**config.mk**
```make
export PLATFORM = sky130hd
export DESIGN_NAME = mux_rr_arbiter
export DESIGN_NICKNAME = d
export VERILOG_FILES = /design/src/rtl/mux_rr_arbiter.sv
export SDC_FILE = /design/constraint.sdc
export NUM_CORES = 1
export LEC_CHECK = 0
export BUFFER_PORTS_ARGS = -buffer_cell sky130_fd_sc_hd__buf_4
export CAP_MARGIN = 10
export CORE_MARGIN = 5
export CORE_UTILIZATION = 55
export DETAILED_ROUTE_END_ITERATION = 10
export GPL_ROUTABILITY_DRIVEN = 0
export PLACE_DENSITY = 0.78
export SLEW_MARGIN = 20
export SYNTH_ARGS = -nofsm -noshare
export SYNTH_HDL_FRONTEND = slang
export SYNTH_SLANG_ARGS = --single-unit
```
**constraint.sdc**
```tcl
create_clock -name clk -period 5.48 [get_ports clk]
set_clock_uncertainty 0.2 [all_clocks]
set_input_delay 0.274 -clock clk [delete_from_list [all_inputs] [get_ports clk]]
set_output_delay 0.274 -clock clk [all_outputs]
set_load 0.02 [all_outputs]
```
**src/rtl/mux_rr_arbiter.sv**
```systemverilog
// -----------------------------------------------------------------------------
// mux_rr_arbiter
//
// Round-robin arbiter that owns an internal N:1 bit-mux. One requester at a
// time is granted the mux for a tenure of up to MAX_BEATS beats. The selected
// input bit is registered together with a valid flag, so downstream logic gets
// a clean serial stream qualified by ownership.
//
// Ports:
//   clk      system clock, all state changes on the rising edge
//   rst      synchronous reset, active-high, overrides everything else
//   req      request vector, req[i] = requester i wants the mux
//   I        mux data inputs, I[i] belongs to requester i
//   gnt      registered one-hot grant, zero when idle
//   sel      registered index of the current owner, drives the mux
//   busy     registered, high while a grant is active
//   y        registered mux output, I[sel] captured on a beat
//   y_valid  registered, high for one cycle after each beat
// -----------------------------------------------------------------------------
module mux_rr_arbiter #(
    parameter int N         = 4,
    parameter int MAX_BEATS = 8
) (
    input  logic                 clk,
    input  logic                 rst,
    input  logic [N-1:0]         req,
    input  logic [N-1:0]         I,
    output logic [N-1:0]         gnt,
    output logic [$clog2(N)-1:0] sel,
    output logic                 busy,
    output logic                 y,
    output logic                 y_valid
);

    localparam int SEL_W = $clog2(N);
    localparam int CNT_W = $clog2(MAX_BEATS + 1);

    localparam logic [SEL_W-1:0] PTR_RST  = SEL_W'(N - 1);
    localparam logic [CNT_W-1:0] CNT_LAST = CNT_W'(MAX_BEATS - 1);

    typedef enum logic {
        IDLE  = 1'b0,
        GRANT = 1'b1
    } state_t;

    state_t           state, state_nxt;
    logic [SEL_W-1:0] ptr, ptr_nxt;
    logic [SEL_W-1:0] sel_nxt;
    logic [CNT_W-1:0] cnt, cnt_nxt;
    logic [N-1:0]     gnt_nxt;
    logic             busy_nxt;
    logic             y_nxt;
    logic             y_valid_nxt;

    logic             beat_p0;
    logic             last_p0;
    logic             rls_p0;
    logic [SEL_W:0]   search_p0;
    logic             found_p0;
    logic [SEL_W-1:0] winner_p0;

    // First set bit of cand scanning upward from (from+1) mod N with wrap.
    // The loop runs from the farthest offset down to the nearest, so the
    // nearest set bit is the one left in res. Offset N is 'from' itself and
    // therefore has the lowest priority. MSB of the result flags a hit.
    function automatic logic [SEL_W:0] rr_search(
        input logic [N-1:0]     cand,
        input logic [SEL_W-1:0] from
    );
        logic [SEL_W:0]   res;
        logic [SEL_W-1:0] idx;
        res = '0;
        for (int k = N; k >= 1; k--) begin
            idx = SEL_W'((int'(from) + k) % N);
            if (cand[idx]) begin
                res = {1'b1, idx};
            end
        end
        return res;
    endfunction

    // Stage p0: beat/release decode and round-robin search on live req
    always_comb begin
        beat_p0 = (state == GRANT) && req[sel];
        last_p0 = beat_p0 && (cnt == CNT_LAST);
        rls_p0  = (state == GRANT) && (!req[sel] || last_p0);

        // In GRANT the pointer is about to become sel, so search from sel
        // directly to avoid a one-cycle lag on handoff.
        search_p0 = rr_search(req, (state == GRANT) ? sel : ptr);
        found_p0  = search_p0[SEL_W];
        winner_p0 = search_p0[SEL_W-1:0];

        state_nxt   = state;
        ptr_nxt     = ptr;
        sel_nxt     = sel;
        cnt_nxt     = cnt;
        gnt_nxt     = gnt;
        busy_nxt    = busy;
        y_valid_nxt = beat_p0;
        y_nxt       = beat_p0 ? I[sel] : y;

        case (state)
            IDLE: begin
                if (found_p0) begin
                    state_nxt          = GRANT;
                    gnt_nxt            = '0;
                    gnt_nxt[winner_p0] = 1'b1;
                    sel_nxt            = winner_p0;
                    busy_nxt           = 1'b1;
                    cnt_nxt            = '0;
                end
            end
            GRANT: begin
                if (rls_p0) begin
                    ptr_nxt = sel;
                    if (found_p0) begin
                        // Direct handoff, or re-grant of a sole requester.
                        gnt_nxt            = '0;
                        gnt_nxt[winner_p0] = 1'b1;
                        sel_nxt            = winner_p0;
                        cnt_nxt            = '0;
                    end else begin
                        // sel deliberately holds its last value.
                        state_nxt = IDLE;
                        gnt_nxt   = '0;
                        busy_nxt  = 1'b0;
                    end
                end else if (beat_p0) begin
                    cnt_nxt = cnt + CNT_W'(1);
                end
            end
        endcase
    end

    // Stage p1: registered grant state and mux output
    always_ff @(posedge clk) begin
        if (rst) begin
            state   <= IDLE;
            ptr     <= PTR_RST;
            sel     <= '0;
            cnt     <= '0;
            gnt     <= '0;
            busy    <= 1'b0;
            y       <= 1'b0;
            y_valid <= 1'b0;
        end else begin
            state   <= state_nxt;
            ptr     <= ptr_nxt;
            sel     <= sel_nxt;
            cnt     <= cnt_nxt;
            gnt     <= gnt_nxt;
            busy    <= busy_nxt;
            y       <= y_nxt;
            y_valid <= y_valid_nxt;
        end
    end

endmodule

```
==> results of run 1 <==
worst max-delay path: stages (launching register included):
cell,delay (ns)
dfxtp_1,0.49
mux4_2,0.57
and3_1,0.32
a21oi_2,0.17
nor2_1,0.09
a32o_1,0.20
cell families (layout without fill, tap and decap cells):
kind of cell | Yosys count | count (layout) | share of synthesized area
compound gates | 20 | 20 | 0.179
fa+ha+maj | 1 | 1 | 0.0152
mux | 7 | 7 | 0.122
buf+inv | 6 | 25 | 0.0380
flops | 16 | 16 | 0.389
simple gates | 39 | 39 | 0.257
worst max path at each step:
stage                     slack, ns             endpoint           startpoint  depth (start not counted)
after floorplan                3.40  gnt[2]$_SDFFE_PP0P_  sel[0]$_SDFFE_PP0P_                          6
after global placement         3.42  gnt[2]$_SDFFE_PP0P_  sel[0]$_SDFFE_PP0P_                          5
after detailed placement       3.38  gnt[2]$_SDFFE_PP0P_  sel[0]$_SDFFE_PP0P_                          5
after CTS                      3.36  gnt[2]$_SDFFE_PP0P_  sel[0]$_SDFFE_PP0P_                          5
after global routing           3.23  gnt[2]$_SDFFE_PP0P_  sel[0]$_SDFFE_PP0P_                          5
final                          3.35  gnt[2]$_SDFFE_PP0P_  sel[0]$_SDFFE_PP0P_                          5
placed cells by master (no fill, tap or decap), types with 2 or more instances in the layout:
master and instances:
a22o_1 2, dfxtp_1 16, a211oi_1 2, a21oi_1 4, mux2i_1 4, nand3b_1 3, a21oi_2 2, buf_4 18
o21ai_0 3, nand3_1 4, clkbuf_4 3, inv_1 3, nand2_1 9, nor2_1 15
metal layers:
metal  up-vias  part of all wire  track usage
met5         -                 0            0
met4         0             0.023       0.0807
met3         5             0.065       0.0552
met2        18              0.47        0.248
met1       352              0.45        0.206
li1        369                 -            -
sequential cells by signal, indices dropped and copies added (netlist names):
name     count
cnt          4
gnt          4
ptr          2
sel          2
busy         1
state        1
y            1
y_valid      1
area by class of cell:
type	count	area share
multi-input combinational	67	0.474
sequential	16	0.322
timing repair buffer	18	0.136
clock buffer	4	0.0365
tap	16	0.0201
inverter	3	0.0113
metrics by stage:
step	power (mW)	instance area [µm²]
2_1_floorplan	0.194	823
6_report	0.298	995
4_1_cts	0.300	995
5_1_grt	0.318	995
3_3_place_gp	0.219	958
3_5_place_dp	0.220	958
power groups by stage:
stage | registers (mW) | clock network (mW) | logic, mW
3_3_place_gp | 0.141 | 0 | 0.0784
3_5_place_dp | 0.141 | 0 | 0.0794
4_1_cts | 0.138 | 0.0816 | 0.0801
2_1_floorplan | 0.147 | 0 | 0.0469
5_1_grt | 0.141 | 0.0887 | 0.0885
6_report | 0.138 | 0.0800 | 0.0796
==> results.txt, run 1 <==
VDD IR-drop max = 0.206 mV
Vias/cell = 6.00
Hold_buf cts = 0
Sw Share = 0.315
Final Routed Wirelength = 1.72 mm
Final Instance Count excl. Fillers = 124
Async SR Flop Fraction = 0
Startpoint types = flop
Status = finished, final reports clean
Placed Cells = 120
H-tree depth = 1
Hold Path Sink = gnt[3]$_SDFFE_PP0P_
Seq/Total Area, Yosys = 0.389
Initial antenna violation count = 0
Count of input and output buffers = 18
Vias = 744
Die ar. = 0.00237 mm²
CP required = 5.48 ns
Synthesized area = 823 µm²
Share of cells above drive strength 1 = 0.269
Reg2reg end = gnt[2]$_SDFFE_PP0P_
Crit path kind = flop to flop
Post-CTS sizing = 0
R2R setup slack = 3.35 ns
Clk pwr share = 0.268
Setup WS pre-CTS = 3.38 ns
Post-CTS setup buffer count = 0
Most common library cells after synthesis = dfxtp_1 (16), nor2_1 (15), nand2_1 (9)
Vias in the first global route = 727
Post-synth cell types = 34
Total net switching power = 93.9 µW
Nets = 120
WHS Path Cells = 2
YS warnings = 0
Slew Viols, Final = 0
Final Hold Viols = 0
Total clock sinks = 16
1st-iter DRT viols = 18
CTS tree = built
Largest net degree at the start of global routing = 15
Reg clk slew, reported paths = 0.10 ns
Crit-path max FO = 9
Pleak = 0.416 nW
First-pass GRT wire length = 3.15 mm
Diodes inserted = 0
Sequential Area = 320 µm²
Fill count = 124
Routed Antenna Nets = 0
Maxcap violations = 0
Post-DP HPWL = 1.26 mm
Site row count = 14
Slew headroom = 0.657
Syn nets = 100
Clock Tree Root = clkbuf_4
Synth Instances = 89
Yosys top cell area share = 0.389
Final setup viols = 0
Post-route DRC = 0
Critical path endpoint category = flop
Area grow syn2layout = 20.8%
Worst Reg-to-Reg Cells = 5
Detailed-route wire length per cell = 13.8 µm
Reg-to-reg startpoint = sel[0]$_SDFFE_PP0P_
Clk buf depth = 2
RSZ-0062 raised after global routing = false
Setup ws final = 3.35 ns
Worst slew pin tran = 0.512 ns
CTS buffer count = 3
Hold path start = rst
Comb power frac = 0.267
Clk_lat worst skew = 0.29 ns
Setup TNS = 0 ns
Post-route clock period utilization = 0.389
Internal power = 204 µW
Largest area contributor in the netlist = dfxtp_1
PD cells = 300 mW/mm²
Die Y = 48.7 µm
Fin crit period = 2.13 ns
HP Class = primary input to flop
Synthesized flop and latch total = 16
Synth top area cells = dfxtp_1 (39%), nor2_1 (6.8%), mux2i_1 (4.9%), nand2_1 (4.1%), mux4_1 (3.2%)
Main synth FF type = dfxtp_1
Cell with the most instances after synthesis = dfxtp_1
Flop pwr share = 0.465
Top-level I/O count = 19
Core Area = 0.00145 mm²
Worst Hold Slack = 0.0357 ns
Max Fclk = 469 MHz
DRT Pass-1 Iters = 4
EDFF count, synth = 0
Grt ovf = 0
Multi-input gate area = 472 µm²
Die X = 48.7 µm
Syn avg cell area = 9.25 µm²
Final core utilization = 0.684
Initial Util = 0.566
WP data arrival = 2.13 ns
GRT Total Usage = 0.164
No activity file was read; power rests on OpenSTA's default activity.
==> inputs of run 2 (changes only) <==
ABC_AREA = 1   (was unset)
PLACE_DENSITY = 0.75   (was 0.78)
clock period = 2.2 ns   (was 5.48 ns; I/O delays follow)
==> results.txt, run 2 <==
Status = finished, final reports clean
Most frequent cells in the layout = nand2_1 (51), buf_4 (19), inv_1 (17), nor2_1 (15), dfxtp_1 (14)
Post-DP HPWL = 2.04 mm (+62%)
Die X = 55.5 µm (+14%)
Slew Viols, Final = 0 (unchanged)
CP max stage cell = dfxtp_2
Met2 Track Usage GR = 0.326 (+0.0782)
Synthesized flop and latch total = 16 (unchanged)
Syn nets = 180 (+80%)
1st-iter DRT viols = 21 (+3)
CTS tree = built
Largest regs = cnt (4), gnt (4)
Reg clk slew, reported paths = 0.10 ns (about the same)
Most common library cells after synthesis = nand2_1 (51), inv_1 (17), dfxtp_1 (16)
Fin crit period = 1.89 ns (-0.244 ns)
Maxcap violations = 0 (unchanged)
Met1 Use GR = 0.175 (-0.0312)
Yosys top cell area share = 0.281 (-0.108)
Final Instance Count excl. Fillers = 217 (+75%)
Final instance area = 0.00134 mm² (+34%)
Async SR Flop Fraction = 0 (unchanged)
Critical path endpoint category = flop
Site row count = 16 (+2)
Worst slew pin tran = 0.255 ns (-0.256 ns)
HP Class = primary input to flop
Setup TNS = 0 ns (unchanged)
Grt ovf = 0 (unchanged)
Diodes inserted = 0 (unchanged)
Synth Instances = 169 (+90%)
YS warnings = 0 (unchanged)
Clk_lat worst skew = 0.29 ns (about the same)
Post-DP Area = 0.00129 mm² (+34%)
DRT Pass-1 Iters = 5 (+1)
Final Routed Wirelength = 2.46 mm (+43%)
GRT Total Usage = 0.168 (+0.00386)
CP required = 2.18 ns (-3.30 ns)
Synth top area cells = dfxtp_1 (28%), nand2_1 (17%), nand2_2 (6.0%), a21oi_1 (5.7%), inv_1 (5.6%)
Clk buf depth = 2 (unchanged)
First-pass GRT wire length = 4.35 mm (+38%)
PnR Total Power = 1.70 mW (+470%)
Main synth FF type = dfxtp_1
Pleak = 0.688 nW (+65%)
PD cells = 1270 mW/mm² (+320%)
Buf+Inv Stages, Crit Path = 2 (+2)
Cell with the most instances after synthesis = nand2_1
Core Area = 0.00196 mm² (+35%)
Final setup viols = 0 (unchanged)
Die ar. = 0.00308 mm² (+30%)
Max Fclk = 530 MHz (+13%)
Setup ws final = 0.313 ns (-3.04 ns)
CP peak stage delay = 0.47 ns (-0.10 ns)
CP cell instances = inv_8, nand2_2, nand2_4, nand2_2, nand2_4, nor2_4, nand3_4, nand2_4, inv_4, nand3_1, nor2_1, nor2_1, nor2_1
Vias in the first global route = 1060 (+46%)
Area grow syn2layout = 17.3%
Die Y = 55.5 µm (+14%)
Largest net degree at the start of global routing = 13 (-2)
Final Hold Viols = 0 (unchanged)
Vias = 1084 (+46%)
WP data arrival = 1.87 ns (-0.26 ns)
Slew headroom = 0.829 (+0.172)
Total clock sinks = 16 (unchanged)
Seq/Total Area, Yosys = 0.281 (-0.108)
Most common cell after layout, fill and taps aside = nand2_1
Share of cells above drive strength 1 = 0.284 (+0.0157)
RSZ-0062 raised after global routing = false
Post-route clock period utilization = 0.858 (+0.469)
Placed Cells = 212 (+77%)
Final core utilization = 0.682 (-0.00240)
Crit-path max FO = 7 (-2)
EDFF count, synth = 0 (unchanged)
Setup WS pre-CTS = 0.220 ns (-3.16 ns)
Vias/cell = 5.00 (-17%)
Count of input and output buffers = 18 (unchanged)
Synthesized area = 0.00114 mm² (+38%)
VDD IR-drop max = 0.720 mV (+250%)
Nets = 202 (+68%)
Clock Tree Root = clkbuf_4
Top delay family on crit path = simple AND/OR/NAND/NOR gates
Met3 GRT Util = 0.0303 (-0.0249)
Initial Util = 0.581 (+0.0147)
Initial antenna violation count = 0 (unchanged)
Startpoint types = flop
Routed Antenna Nets = 0 (unchanged)
Top-level I/O count = 19 (unchanged)
CTS buffer count = 3 (unchanged)
Crit path kind = flop to flop
Post-synth cell types = 29 (-15%)
H-tree depth = 1 (unchanged)
Worst Hold Slack = 0.0610 ns (+0.0253 ns)
Syn avg cell area = 6.74 µm² (-27%)
GRT busiest layer = met2
Largest area contributor in the netlist = dfxtp_1
Post-route DRC = 0 (unchanged)
Post-CTS setup buffer count = 0 (unchanged)
Detailed-route wire length per cell = 11.3 µm (-18%)
[run 2: cell families after synthesis]
kind of cell               synth area share
adders and majority gates            0.0110
AOI/OAI and AO/OA                     0.122
and+or+nand+nor                       0.465
DFF                                   0.281
buffers and inverters                 0.105
xor gates and xnor gates             0.0154
[run 2: area by class of cell]
type,count,area (µm²)
clock buffer,4,36.3
inverter,22,92.6
multi-input combinational,128,699
tap,27,33.8
sequential,16,323
timing repair buffer,20,153
fill,203,624
[run 2: where the power goes]
part	total (mW)	switching, mW	internal [mW]	leakage (nW)
clock	0.194	0.0932	0.101	0.0210
combinational	1.06	0.680	0.378	0.536
sequential	0.446	0.0790	0.367	0.132
total	1.70	0.852	0.846	0.688
[run 2: final timing paths]
path	startpoint	end	slack [ns]	depth (start not counted)
setup reg to reg	state$_SDFF_PP0_	gnt[3]$_SDFFE_PP0P_	0.31	13
hold reg to reg	y$_SDFFE_PP0P_	y$_SDFFE_PP0P_	0.27	2
setup / recovery	state$_SDFF_PP0_	gnt[3]$_SDFFE_PP0P_	0.31	13
hold / removal	I[0]	y$_SDFFE_PP0P_	0.06	5
[run 2: worst min-delay path, cell delays in order]
cell and delay (ns):
buf_4 0.11, nor2_1 0.07, o22ai_1 0.08, nand3_1 0.08, a21oi_1 0.06
[run 2: repair_timing]
action	4_1_cts	5_1_grt
hold buffers	1	0
setup endpoints to repair	0	4
gates resized for setup	0	2
endpoints found under the hold margin	12	0
[run 2: per-layer routing]
layer,share of wire,vias up,routed length (µm)
met5,0,-,0
met4,0.0086,0,21
met3,0.031,4,75
met2,0.53,13,1290
met1,0.43,495,1070
li1,-,572,-
==> inputs of run 3 (changes only) <==
ABC_AREA = unset   (was 1)
CORE_MARGIN = unset   (was 5)
CORE_UTILIZATION = 51   (was 55)
PLACE_DENSITY = 0.73   (was 0.75)
==> results.txt, run 3 (synthesized netlist as in run 1, its figures left out) <==
Status = finished, final reports clean
HP Class = primary input to flop
Reg-to-reg startpoint = sel[0]$_SDFFE_PP0P_
Buf+Inv Stages, Crit Path = 0 (-2)
Post-DP HPWL = 1.31 mm (-36%)
Crit-path max FO = 9 (+2)
Max Fclk = 509 MHz (-4.0%)
Post-route clock period utilization = 0.893 (+0.0356)
Die X = 42.2 µm (-24%)
Most common cell after layout, fill and taps aside = buf_4
Met1 Use GR = 0.267 (+0.0924)
Clk_lat worst skew = 0.29 ns (about the same)
Crit. Startpoint = sel[0]$_SDFFE_PP0P_
Hold Path Sink = cnt[3]$_SDFFE_PP0P_
H-tree depth = 1 (unchanged)
Slew headroom = 0.665 (-0.164)
Final Hold Viols = 0 (unchanged)
Detailed-route wire length per cell = 13.4 µm (+18%)
Diodes inserted = 0 (unchanged)
Startpoint types = flop
Slew Viols, Final = 0 (unchanged)
Vias in the first global route = 712 (-33%)
Reg2reg end = gnt[2]$_SDFFE_PP0P_
First-pass GRT wire length = 3.06 mm (-30%)
Final setup viols = 0 (unchanged)
VDD IR-drop max = 0.512 mV (-29%)
Met3 GRT Util = 0.0345 (+0.00418)
Largest net degree at the start of global routing = 15 (+2)
R2R setup slack = 0.24 ns (-0.08 ns)
GRT Total Usage = 0.229 (+0.0610)
CP cell instances = mux4_2, and3_1, a21oi_2, nor2_1, a32o_1
CP required = 2.20 ns (+0.02 ns)
Die Y = 42.2 µm (-24%)
GRT busiest layer = met2
CP max stage cell = mux4_2
Met2 Track Usage GR = 0.388 (+0.0617)
CP peak stage delay = 0.52 ns (+0.05 ns)
Worst Reg-to-Reg Cells = 5 (-8)
WP data arrival = 1.96 ns (+0.09 ns)
Count of input and output buffers = 18 (unchanged)
Routed Antenna Nets = 0 (unchanged)
Worst slew pin tran = 0.499 ns (+0.244 ns)
WHS Path Cells = 4 (-1)
Area grow syn2layout = 25.7%
CTS buffer count = 3 (unchanged)
Vias/cell = 5.82 (+17%)
Vias = 751 (-31%)
PD cells = 727 mW/mm² (-43%)
Post-CTS sizing = 0 (unchanged)
Most frequent cells in the layout = buf_4 (22), dfxtp_1 (16), nor2_1 (15), nand2_1 (9)
Final Routed Wirelength = 1.73 mm (-30%)
Site row count = 14 (-2)
Maxcap violations = 0 (unchanged)
Total clock sinks = 16 (unchanged)
Pleak = 0.441 nW (-36%)
Nets = 125 (-38%)
Largest regs = cnt (4), gnt (4)
Die ar. = 0.00178 mm² (-42%)
Reg clk slew, reported paths = 0.10 ns (about the same)
Share of cells above drive strength 1 = 0.292 (+0.00782)
RSZ-0062 raised after global routing = false
WP depth = 5 (-8)
Hold path start = req[0]
Critical path endpoint category = flop
Clock Tree Root = clkbuf_4
Crit path kind = flop to flop
Fin crit period = 1.96 ns (+0.0782 ns)
Grt ovf = 0 (unchanged)
DRT Pass-1 Iters = 4 (-1)
Clk buf depth = 2 (unchanged)
Top-level I/O count = 19 (unchanged)
Worst Hold Slack = 0.0294 ns (-0.0317 ns)
CTS tree = built
Initial antenna violation count = 0 (unchanged)
Post-route DRC = 0 (unchanged)
Core Area = 0.00151 mm² (-23%)
Initial Util = 0.547 (-0.0345)
1st-iter DRT viols = 9 (-57%)
Setup TNS = 0 ns (unchanged)
Top delay family on crit path = multiplexers
## run 3: cell types whose count changed in the layout (fill, tap and decap cells not counted), moves of 4 or more
| cell | before | now |
|---|---|---|
| mux2i_1 | 0 | 4 |
| nand2_4 | 5 | 0 |
| a21oi_1 | 13 | 4 |
| inv_1 | 17 | 3 |
| o21ai_0 | 7 | 3 |
| nand2_2 | 11 | 0 |
| nand3_1 | 9 | 4 |
| nand2_1 | 51 | 9 |
## run 3: what timing repair did
item                                    in CTS  in global routing
endpoints found under the setup margin       0                  0
endpoints found under the hold margin       13                  0
setup buffers                                0                  0
hold buffers                                 1                  0
## run 3: worst max-delay path by stage
stage          slack (ns)                  end
2_1_floorplan        0.12  gnt[2]$_SDFFE_PP0P_
3_3_place_gp         0.30  gnt[2]$_SDFFE_PP0P_
3_5_place_dp         0.25  gnt[2]$_SDFFE_PP0P_
4_1_cts              0.24  gnt[2]$_SDFFE_PP0P_
5_1_grt              0.12  gnt[3]$_SDFFE_PP0P_
6_report             0.24  gnt[2]$_SDFFE_PP0P_
## run 3: worst register-to-register path, stage by stage (launching register included)
cell and delay [ns]:
dfxtp_1 0.36, mux4_2 0.52, and3_1 0.32, a21oi_2 0.18
nor2_1 0.09, a32o_1 0.20
## run 3: final cells by class
cell class	count	area, µm²
Clock buffer	4	36.3
Fill cell	130	472
Inverter	3	11.3
Multi-Input combinational cell	67	472
Sequential cell	16	320
Tap cell	16	20.0
Timing Repair Buffer	23	175
## run 3: stage by stage
| step | power (mW) | worst slack, ns | instance area, µm² | instances | util |
|---|---|---|---|---|---|
| final | 0.752 | 0.235 | 1030 | 129 | 0.687 |
| after global routing | 0.792 | 0.119 | 1030 | 129 | 0.687 |
| after CTS | 0.758 | 0.237 | 1030 | 129 | 0.687 |
| after detailed placement | 0.558 | 0.251 | 988 | 124 | 0.656 |
| after global placement | 0.554 | 0.301 | 988 | 124 | 0.656 |
| after floorplan | 0.483 | 0.120 | 823 | 89 | - |
## run 3: metal layers
layer	up-vias	wire length (µm)
met1	349	739
met4	0	42
met3	4	86
li1	377	-
met5	-	0
met2	21	861
## run 3: report_power, final
| group | internal, mW | switching [mW] | total, mW |
|---|---|---|---|
| sequential | 0.316 | 0.0204 | 0.336 |
| combinational | 0.101 | 0.116 | 0.217 |
| clock | 0.101 | 0.0982 | 0.199 |
